File: src/rtl/hack_loader_pkg.sv
// Shared constants for the hack_loader boot-image loader: state encodings,
// wire field sizes and byte order of multi-byte fields.
package hack_loader_pkg;

  localparam int BYTE_W    = 8;
  localparam int LEN_BYTES = 2;
  localparam int LEN_W     = LEN_BYTES * BYTE_W;
  localparam int CHK_BYTES = 2;
  localparam int CHK_W     = CHK_BYTES * BYTE_W;

  // Every multi-byte field on the link is sent most significant byte first.
  localparam bit BIG_ENDIAN = 1'b1;

  localparam logic [2:0] ST_IDLE    = 3'd0;
  localparam logic [2:0] ST_LEN_HI  = 3'd1;
  localparam logic [2:0] ST_LEN_LO  = 3'd2;
  localparam logic [2:0] ST_DATA_HI = 3'd3;
  localparam logic [2:0] ST_DATA_LO = 3'd4;
  localparam logic [2:0] ST_FINISH  = 3'd5;
`ifdef HACK_LOADER_CHECKSUM_EN
  localparam logic [2:0] ST_CHK_HI  = 3'd6;
  localparam logic [2:0] ST_CHK_LO  = 3'd7;
`endif

  function automatic logic [LEN_W-1:0] join_bytes(input logic [BYTE_W-1:0] first,
                                                  input logic [BYTE_W-1:0] second);
    return BIG_ENDIAN ? {first, second} : {second, first};
  endfunction

endpackage

File: src/rtl/hack_loader_word_asm.sv
// Byte-pair assembly for hack_loader: high-byte latch, word register and,
// when HACK_LOADER_CHECKSUM_EN is defined, the running word-sum accumulator.
module hack_loader_word_asm
  import hack_loader_pkg::*;
(
  input  logic              i_CLK,
  input  logic              i_Reset,
  input  logic [BYTE_W-1:0] i_byte,
  input  logic              i_hi_load,
  input  logic              i_word_load,
`ifdef HACK_LOADER_CHECKSUM_EN
  input  logic              i_sum_clear,
  output logic              o_sum_match,
`endif
  output logic [BYTE_W-1:0] o_hi,
  output logic [LEN_W-1:0]  o_word
);

  logic [BYTE_W-1:0] hi_q;
  logic [LEN_W-1:0]  pair;

  assign pair = join_bytes(hi_q, i_byte);
  assign o_hi = hi_q;

  // Pure data latch: only read after a load in the same session.
  always_ff @(posedge i_CLK) begin
    if (i_hi_load) hi_q <= i_byte;
  end

  always_ff @(posedge i_CLK or posedge i_Reset) begin
    if (i_Reset)          o_word <= '0;
    else if (i_word_load) o_word <= pair;
  end

`ifdef HACK_LOADER_CHECKSUM_EN
  logic [CHK_W-1:0] sum_q;

  always_ff @(posedge i_CLK) begin
    if (i_sum_clear)      sum_q <= '0;
    else if (i_word_load) sum_q <= sum_q + pair;
  end

  // Valid while the low checksum byte sits on i_byte and hi_q holds the high one.
  assign o_sum_match = (pair == sum_q);
`endif

endmodule

File: src/rtl/hack_loader.sv
// hack_loader: receives a length-prefixed big-endian word image over a byte
// link and writes it to memory from address 0. Optional HACK_LOADER_CHECKSUM_EN.
module hack_loader
  import hack_loader_pkg::*;
#(
  parameter int DEPTH = 2**14,
  parameter int WIDTH = 16
) (
  input  logic                     i_CLK,
  input  logic                     i_Reset,
  input  logic                     i_Start,
  input  logic [7:0]               i_Byte,
  input  logic                     i_Byte_Valid,
  output logic                     o_Byte_Ready,
  output logic [WIDTH-1:0]         o_Mem_Data,
  output logic [$clog2(DEPTH)-1:0] o_Mem_Address,
  output logic                     o_Mem_Write_EN,
  output logic                     o_Busy,
  output logic                     o_Done,
  output logic                     o_Error
);

  localparam int AW = $clog2(DEPTH);

`ifdef HACK_LOADER_CHECKSUM_EN
  localparam logic [2:0] ST_AFTER_DATA = ST_CHK_HI;
`else
  localparam logic [2:0] ST_AFTER_DATA = ST_FINISH;
`endif

  logic [2:0]       state;
  logic [LEN_W-1:0] word_idx;
  logic [LEN_W-1:0] last_idx;
  logic [LEN_W-1:0] len_field;
  logic [7:0]       hi_byte;
  logic             accept;
  logic             hi_load;
  logic             word_load;

  always_comb begin
    o_Byte_Ready = 1'b0;
    case (state)
      ST_LEN_HI, ST_LEN_LO, ST_DATA_HI, ST_DATA_LO: o_Byte_Ready = 1'b1;
`ifdef HACK_LOADER_CHECKSUM_EN
      ST_CHK_HI, ST_CHK_LO:                         o_Byte_Ready = 1'b1;
`endif
      default:                                      o_Byte_Ready = 1'b0;
    endcase
  end

  assign o_Busy    = (state != ST_IDLE) && (state != ST_FINISH);
  assign o_Done    = (state == ST_FINISH);
  assign accept    = i_Byte_Valid && o_Byte_Ready;
  assign word_load = accept && (state == ST_DATA_LO);
`ifdef HACK_LOADER_CHECKSUM_EN
  assign hi_load   = accept && ((state == ST_LEN_HI) || (state == ST_DATA_HI) ||
                                (state == ST_CHK_HI));
`else
  assign hi_load   = accept && ((state == ST_LEN_HI) || (state == ST_DATA_HI));
`endif
  assign len_field = join_bytes(hi_byte, i_Byte);

`ifdef HACK_LOADER_CHECKSUM_EN
  logic sum_match;
`endif

  hack_loader_word_asm u_word_asm (
    .i_CLK       (i_CLK),
    .i_Reset     (i_Reset),
    .i_byte      (i_Byte),
    .i_hi_load   (hi_load),
    .i_word_load (word_load),
`ifdef HACK_LOADER_CHECKSUM_EN
    .i_sum_clear (state == ST_IDLE),
    .o_sum_match (sum_match),
`endif
    .o_hi        (hi_byte),
    .o_word      (o_Mem_Data)
  );

  always_ff @(posedge i_CLK or posedge i_Reset) begin
    if (i_Reset) begin
      state          <= ST_IDLE;
      word_idx       <= '0;
      last_idx       <= '0;
      o_Mem_Address  <= '0;
      o_Mem_Write_EN <= 1'b0;
      o_Error        <= 1'b0;
    end else begin
      o_Mem_Write_EN <= 1'b0;
      case (state)
        ST_IDLE: begin
          if (i_Start) begin
            state    <= ST_LEN_HI;
            word_idx <= '0;
            o_Error  <= 1'b0;
          end
        end
        ST_LEN_HI: if (accept) state <= ST_LEN_LO;
        ST_LEN_LO: begin
          if (accept) begin
            last_idx <= len_field - 1'b1;
            if (len_field == '0) begin
              state <= ST_AFTER_DATA;
            end else if (int'(len_field) > DEPTH) begin
              // Image would overrun memory: reject before any write.
              state   <= ST_FINISH;
              o_Error <= 1'b1;
            end else begin
              state <= ST_DATA_HI;
            end
          end
        end
        ST_DATA_HI: if (accept) state <= ST_DATA_LO;
        ST_DATA_LO: begin
          if (accept) begin
            o_Mem_Write_EN <= 1'b1;
            o_Mem_Address  <= AW'(word_idx);
            word_idx       <= word_idx + 1'b1;
            state          <= (word_idx == last_idx) ? ST_AFTER_DATA : ST_DATA_HI;
          end
        end
`ifdef HACK_LOADER_CHECKSUM_EN
        ST_CHK_HI: if (accept) state <= ST_CHK_LO;
        ST_CHK_LO: begin
          if (accept) begin
            state <= ST_FINISH;
            if (!sum_match) o_Error <= 1'b1;
          end
        end
`endif
        ST_FINISH: state <= ST_IDLE;
        default:   state <= ST_IDLE;
      endcase
    end
  end

endmodule

File: config.mk
export PLATFORM = sky130hd
export DESIGN_NAME = hack_loader
export DESIGN_NICKNAME = d
export VERILOG_FILES = /design/src/rtl/hack_loader_pkg.sv /design/src/rtl/hack_loader_word_asm.sv /design/src/rtl/hack_loader.sv
export SDC_FILE = /design/constraint.sdc
export NUM_CORES = 1
export LEC_CHECK = 0
export BUFFER_PORTS_ARGS = -buffer_cell sky130_fd_sc_hd__buf_2
export CAP_MARGIN = 30
export CORE_ASPECT_RATIO = 0.8
export CORE_MARGIN = 2
export CORE_UTILIZATION = 45
export CTS_BUF_LIST = sky130_fd_sc_hd__clkbuf_4 sky130_fd_sc_hd__clkbuf_8 sky130_fd_sc_hd__clkbuf_16
export DETAILED_ROUTE_END_ITERATION = 6
export GPL_ROUTABILITY_DRIVEN = 1
export GPL_TIMING_DRIVEN = 0
export MAX_ROUTING_LAYER = met4
export PLACE_DENSITY = 0.69
export SLEW_MARGIN = 10
export SYNTH_ARGS = -nofsm -noshare
export SYNTH_HDL_FRONTEND = slang
export SYNTH_SLANG_ARGS = --single-unit
File: constraint.sdc
create_clock -name i_CLK -period 1.7 [get_ports i_CLK]
set_input_delay 0 -clock i_CLK [delete_from_list [all_inputs] [get_ports i_CLK]]
set_output_delay 0 -clock i_CLK [all_outputs]
set_load 0.01 [all_outputs]
==> run metrics, run 1 <==
worst hold-check slack about 22 ps; launch point of the worst hold path i_Byte[6]; largest net degree at the start of global routing 41; critical path fanouts, max 4; residual overflow from global routing 0; post-synthesis to final-layout area growth 29.08%; net total in the final layout 400; number of port buffers 45; largest vdd supply drop 0.6603 mV; Seq/Total Area, Yosys about 55%; top-count cell post-synth sky130_fd_sc_hd__dfrtp_1; post-detailed-placement half-perimeter wirelength 4955 um; Synth async-reset ratio 89.33%; setup repair after global routing missed its margin yes; Total Neg Setup Slack -887.4 ps; cell area after technology mapping approximately 0.0035 mm2; power density over cell area 1322 mW/mm2; wirelength, routed 7604 um; vias per inst around 5.2; static leakage approximately 2.0 nW; Num CTS Buffers 9; Required @ worst endpoint ~2000 ps; run status finished with violations; Fin. Hold Viols 0; type of the setup path with the least slack register to register; total of flip-flops plus latches after synthesis 75; number of DRC violations after detailed routing 0; number of global-route vias before repair between 2000 and 2500; Tightest Pin Transition between 400 and 500 ps; end-of-flow core utilization approximately 60%; kind of launch point of the worst setup path register; period utilization 107.8%; average wire per standard cell about 15 um; die extent in y 82.71 um; DRT antenna net count 0; count of flip-flops with a built-in enable after synthesis 8; final setup skew around 12 ps; Final Slew Violations 0; minimum period implied by the final worst setup slack about 1800 ps; global router's overall resource usage roughly a fifth; worst rel slew slack roughly two thirds; cell types with the largest area share after synthesis sky130_fd_sc_hd__dfrtp_1, sky130_fd_sc_hd__mux2_2, sky130_fd_sc_hd__edfxtp_1, sky130_fd_sc_hd__xor2_1, sky130_fd_sc_hd__nor2_1; layout cell share with drive strength beyond 1 a little under two fifths; TritonCTS clock tree yes; wire length on met3 442 um; type of the worst min-delay path input pin to register; Data arrival, critical path roughly 2100 ps; placeable core region roughly 0.0075 mm2; die area ~0.0085 mm2; Fmax achieved roughly 0.55 GHz; I/O pin total 47; violated checks negative setup slack; vias after detailed routing 2577; Final WS setup -132.8 ps; final setup violating endpoints 17; clk_lat worst skew 360 ps; x dimension of the die 102.4 um; crit path from u_word_asm.o_hi[0]; Max H-tree Level 3; number of cells produced by synthesis between 300 and 400; Cell Rows 28; Clock Sink Count 75; Antenna diodes 0; MaxCap Viol Count 0; antenna violations before repair 0; initial DRC count 108; Detail Route met2 WL about 3400 um; nature of the critical path endpoint register; post-CTS clock slew at the launch and capture registers of the worst setup and hold paths ~80 ps; total iterations of the first detailed-routing run 4; Post-Syn Nets about 320; first-pass GRT wire length 12320 um; critical register-to-register path startpoint u_word_asm.o_hi[0]; number of synthesis warnings 0; final estimated routing congestion in global placement ~0.81; top cell type's share of synthesized area 48.11%; Cell variety after synth 43; Root Driver sky130_fd_sc_hd__clkbuf_8; synthesized area per cell around 11 um2; initial core utilization a little under half; most common flop cell mapped by yosys sky130_fd_sc_hd__dfrtp_1; number of buffers on the longest clock path 2; highest signal layer in the routed design met4; Yosys top cell by area sky130_fd_sc_hd__dfrtp_1; met1 WL 3689 um; list of most frequent post-synthesis cells sky130_fd_sc_hd__dfrtp_1, sky130_fd_sc_hd__nor2_1, sky130_fd_sc_hd__mux2_2
[area by class of cell]
class | instances | area (um2)
Fill cell | 628 | 2964
Clock inverter | 5 | 50.05
Sequential cell | 75 | 1917
Inverter | 9 | 36.28
Multi-Input combinational cell | 206 | 1595
Clock buffer | 11 | 156.4
Timing Repair Buffer | 76 | 551.8
Tap cell | 105 | 131.4
Buffer | 9 | 60.06
[report_power, final]
part,internal (mW),switching [mW]
sequential,2.30,0.329
clock,0.774,0.657
combinational,0.936,0.951
total,4.01,1.94
[registers in the layout, indices dropped and copies added, names as in the netlist]
signal             flops
last_idx              16
u_word_asm.o_word     16
word_idx              16
o_Mem_Address         14
u_word_asm.o_hi        8
state                  3
o_Error                1
o_Mem_Write_EN         1
[timing repair]
item | 4_1_cts | 5_1_grt
hold buffers | 10 | 0
resized for setup | 20 | 29
pin swaps | 7 | 13
setup buffers | 11 | 8
endpoints found under the hold margin | 88 | 0
gates cloned | 0 | 1
setup endpoints to repair | 72 | 64
[cell usage in the layout (no fill, tap or decap), drive strengths merged, types with 2 or more instances in the layout]
master / instances
or3: 5
clkbuf: 18
nor2: 37
and4: 2
dlygate4sd3: 10
or4: 3
a31oi: 3
nor4: 7
mux2: 31
ha: 2
o21ai: 9
nand3: 7
edfxtp: 8
nand2b: 2
inv: 9
o2111ai: 2
and2: 2
nand2: 13
nand4: 3
xnor2: 13
buf: 68
and2b: 2
clkinv: 4
and3: 2
a21oi: 20
nor2b: 2
xor2: 24
dfrtp: 67
nor3: 4
[metal layers]
| metal | vias up | global-route usage, % |
|---|---|---|
| li1 | 1226 | - |
| met1 | 1273 | 27.87 |
| met2 | 66 | 28.36 |
| met3 | 12 | 6.566 |
| met4 | 0 | 6.267 |
| met5 | - | - |
[per-stage QoR]
stage                     instance area [um2]  setup WS (ps)  cells  total power, mW
after floorplan                          3511         -29.36    304            3.734
after global placement                   3867         -843.4    454            4.240
after detailed placement                 3890         -346.0    455            4.284
after CTS                                4350         -183.2    491            5.858
after global routing                     4498         -220.8    496            6.311
final                                    4498         -132.8    496            5.948
[critical path, cell delays in order, from the launching register on]
cell and delay [ps]:
sky130_fd_sc_hd__edfxtp_1 410, sky130_fd_sc_hd__or4_4 490, sky130_fd_sc_hd__nor4_4 370, sky130_fd_sc_hd__xnor2_2 180
sky130_fd_sc_hd__a21oi_1 90, sky130_fd_sc_hd__a41o_1 210
[cell families (layout without fill, tap and decap cells)]
family,count (synthesis),count (layout),synth area share (%)
flops,75,75,55.01
compound gates,40,40,6.572
simple gates,95,95,15.37
fa+ha+maj,2,2,0.7180
mux,32,32,10.31
xor+xnor,37,37,9.300
buf+inv,23,110,2.729
[final timing paths]
path,to,slack (ps),cells after the start
setup reg to reg,state[2],-130,5
setup / recovery,state[2],-130,5
hold reg to reg,u_word_asm.o_word[6],500,1
max in group asynchronous,last_idx[8],980,4
hold / removal,last_idx[6],20,3
min in group asynchronous,o_Mem_Address[2],170,3
(Power assumes the default switching activity.)
==> run 2: changes to the inputs <==
--- a/config.mk
+++ b/config.mk
@@ -5,10 +5,10 @@
 export SDC_FILE = /design/constraint.sdc
 export NUM_CORES = 1
 export LEC_CHECK = 0
+export ABC_AREA = 1
 export BUFFER_PORTS_ARGS = -buffer_cell sky130_fd_sc_hd__buf_2
 export CAP_MARGIN = 30
 export CORE_ASPECT_RATIO = 0.8
-export CORE_MARGIN = 2
 export CORE_UTILIZATION = 45
 export CTS_BUF_LIST = sky130_fd_sc_hd__clkbuf_4 sky130_fd_sc_hd__clkbuf_8 sky130_fd_sc_hd__clkbuf_16
 export DETAILED_ROUTE_END_ITERATION = 6
==> run metrics, run 2 <==
run status completed; count of flip-flops with a built-in enable after synthesis 8; post-CTS clock slew at the launch and capture registers of the worst setup and hold paths ~80 ps; Fmax achieved approximately 0.61 GHz; list of most frequent post-synthesis cells sky130_fd_sc_hd__nand2_1, sky130_fd_sc_hd__dfrtp_1, sky130_fd_sc_hd__nor2_1; final setup violating endpoints 0; Cell Rows 29; Placed Instance Area about 0.0041 mm2; highest signal layer in the routed design met4; largest net degree at the start of global routing 57; average wire per standard cell 14.35 um; Tightest Pin Transition between 400 and 500 ps; end-of-flow core utilization between 50% and 60%; number of buffer and inverter stages on the critical path 1; Fin. Hold Viols 0; cell at the slowest stage of the critical path sky130_fd_sc_hd__dfrtp_1; leading cell types in the layout, fill and taps excluded sky130_fd_sc_hd__nand2_1, sky130_fd_sc_hd__dfrtp_1, sky130_fd_sc_hd__nor2_1, sky130_fd_sc_hd__inv_1, sky130_fd_sc_hd__buf_2; DRT antenna net count 0; number of DRC violations after detailed routing 0; Root Driver sky130_fd_sc_hd__clkbuf_8; critical path fanouts, max 9; worst rel slew slack between 60% and 70%; Synth async-reset ratio between 80% and 90%; finished layout cell area 0.004577 mm2; die extent in y 83.17 um; top-count cell post-synth sky130_fd_sc_hd__nand2_1; Antenna diodes 0; period utilization 96.88%; Detail Route met2 WL 3972 um; cell types with the largest area share after synthesis sky130_fd_sc_hd__dfrtp_1, sky130_fd_sc_hd__nand2_1, sky130_fd_sc_hd__edfxtp_1, sky130_fd_sc_hd__o21ai_0, sky130_fd_sc_hd__nor2_1; number of buffers on the longest clock path 2; cell area after technology mapping 0.003706 mm2; power density over cell area approximately 1400 mW/mm2; kind of launch point of the worst setup path register; Final Slew Violations 0; number of global-route vias before repair between 3000 and 4000; dominant cell type by count on the critical path sky130_fd_sc_hd__nor2_1; type of the worst min-delay path input pin to register; met1 WL around 4600 um; global router's overall resource usage approximately a quarter; post-detailed-placement half-perimeter wirelength around 6800 um; MaxCap Viol Count 0; largest vdd supply drop ~0.9 mV; Final Total Pwr between 6 and 7 mW; TritonCTS clock tree yes; Max H-tree Level 3; total of flip-flops plus latches after synthesis 75; Post-Syn Nets roughly 470; cell family with most CP delay simple AND/OR/NAND/NOR gates; clk_lat worst skew between 300 and 400 ps; initial DRC count about 170; most common flop cell mapped by yosys sky130_fd_sc_hd__dfrtp_1; top cell type's share of synthesized area between 40% and 50%; final setup skew between 8 and 9 ps; I/O pin total 47; Required @ worst endpoint 1960 ps; type of the setup path with the least slack register to register; number of cells produced by synthesis 459; Data arrival, critical path between 1500 and 2000 ps; Clock Sink Count 75; Cell variety after synth 28; Yosys top cell by area sky130_fd_sc_hd__dfrtp_1; peak per-stage delay on the critical path a little under 400 ps; net total in the final layout between 500 and 600; cells along the critical path inv_2 > nand2_2 > nor2_1 > nand2_2 > nand2_4 > nand3_2 > nor2_1 > nor2_1 > nor3_1; wirelength, routed 9359 um; final estimated routing congestion in global placement between 0.9 and 1; wire length on met3 ~640 um; number of port buffers 46; x dimension of the die approximately 100 um; die area 0.008605 mm2; nature of the critical path endpoint register; number of synthesis warnings 0; minimum period implied by the final worst setup slack 1647 ps; leading registers by flop count last_idx (16), u_word_asm.o_word (16), word_idx (16); Num CTS Buffers 9; most frequent standard cell in the layout excluding fill and tap cells sky130_fd_sc_hd__nand2_1; residual overflow from global routing 0; layout cell share with drive strength beyond 1 20.04%; antenna violations before repair 0; setup repair after global routing missed its margin yes; placeable core region ~0.0079 mm2; vias per inst between 5 and 6; synthesized area per cell 8.074 um2; post-synthesis to final-layout area growth 23.50%; initial core utilization a little under half; static leakage around 2.3 nW; total iterations of the first detailed-routing run 7; Seq/Total Area, Yosys 51.72%; first-pass GRT wire length approximately 15000 um; vias after detailed routing about 3300
## run 2: where the power goes
| part | leakage (nW) | internal, mW | switching [mW] |
|---|---|---|---|
| Sequential | 0.953 | 2.36 | 0.357 |
| Clock | 0.112 | 0.843 | 0.657 |
| Combinational | 1.20 | 0.826 | 1.27 |
| Total | 2.27 | 4.03 | 2.29 |
## run 2: layer usage
layer  up-vias  GRT usage, %
li1       1636             -
met1      1585         36.64
met2       111         32.93
met3        15         4.714
met4         0         7.298
met5         -             -
## run 2: worst paths after layout
check | start | cells past startpoint | slack (ps) | to
worst max-delay path | state[0] | 9 | 50 | word_idx[12]
worst min-delay path | i_Byte[0] | 3 | 20 | u_word_asm.o_word[0]
worst max register to register | state[0] | 9 | 50 | word_idx[12]
worst min register to register | o_Mem_Address[0] | 2 | 480 | o_Mem_Address[0]
max in group asynchronous | i_Reset | 4 | 1070 | word_idx[2]
min in group asynchronous | i_Reset | 3 | 100 | u_word_asm.o_word[1]
## run 2: timing repair
action / CTS / global route
endpoints found under the hold margin: 89 / 0
pin swaps: 1 / 5
gates cloned: 0 / 0
resized for setup: 4 / 15
setup endpoints to repair: 17 / 43
hold buffers: 11 / 0
buffers inserted: 1 / 9
## run 2: cell type report
type,count,area [um2]
inverters,57,219.0
flip-flops and latches,75,1919
multi-input cells,317,1589
well taps,108,135.1
plain buffers,10,42.54
fillers,717,3369
repair buffers,69,447.9
clock buffers,13,177.7
clock inverters,3,46.29
## run 2: per-stage QoR
step	setup TNS, ps	setup slack [ps]	hold slack, ps	std cells
after floorplan	0	16.84	98.87	459
after global placement	-54920	-803.4	213.2	613
after detailed placement	-535.9	-137.4	-65.02	615
after CTS	-27.27	-27.27	4.172	643
after global routing	-54.09	-38.76	36.99	652
final	0	52.96	19.82	652
## run 2: kinds of logic (layout without fill, tap and decap cells)
kind of cell,Yosys count,count (layout),synth area share (%)
simple gates,232,232,27.28
flops,75,75,51.72
buf+inv,67,152,6.819
compound gates,64,64,9.014
xor+xnor,19,19,4.490
fa+ha+maj,2,2,0.6751
## run 2: worst min-delay path, stage by stage
cell and delay, ps:
sky130_fd_sc_hd__buf_2 130, sky130_fd_sc_hd__inv_1 100, sky130_fd_sc_hd__o21ai_0 90
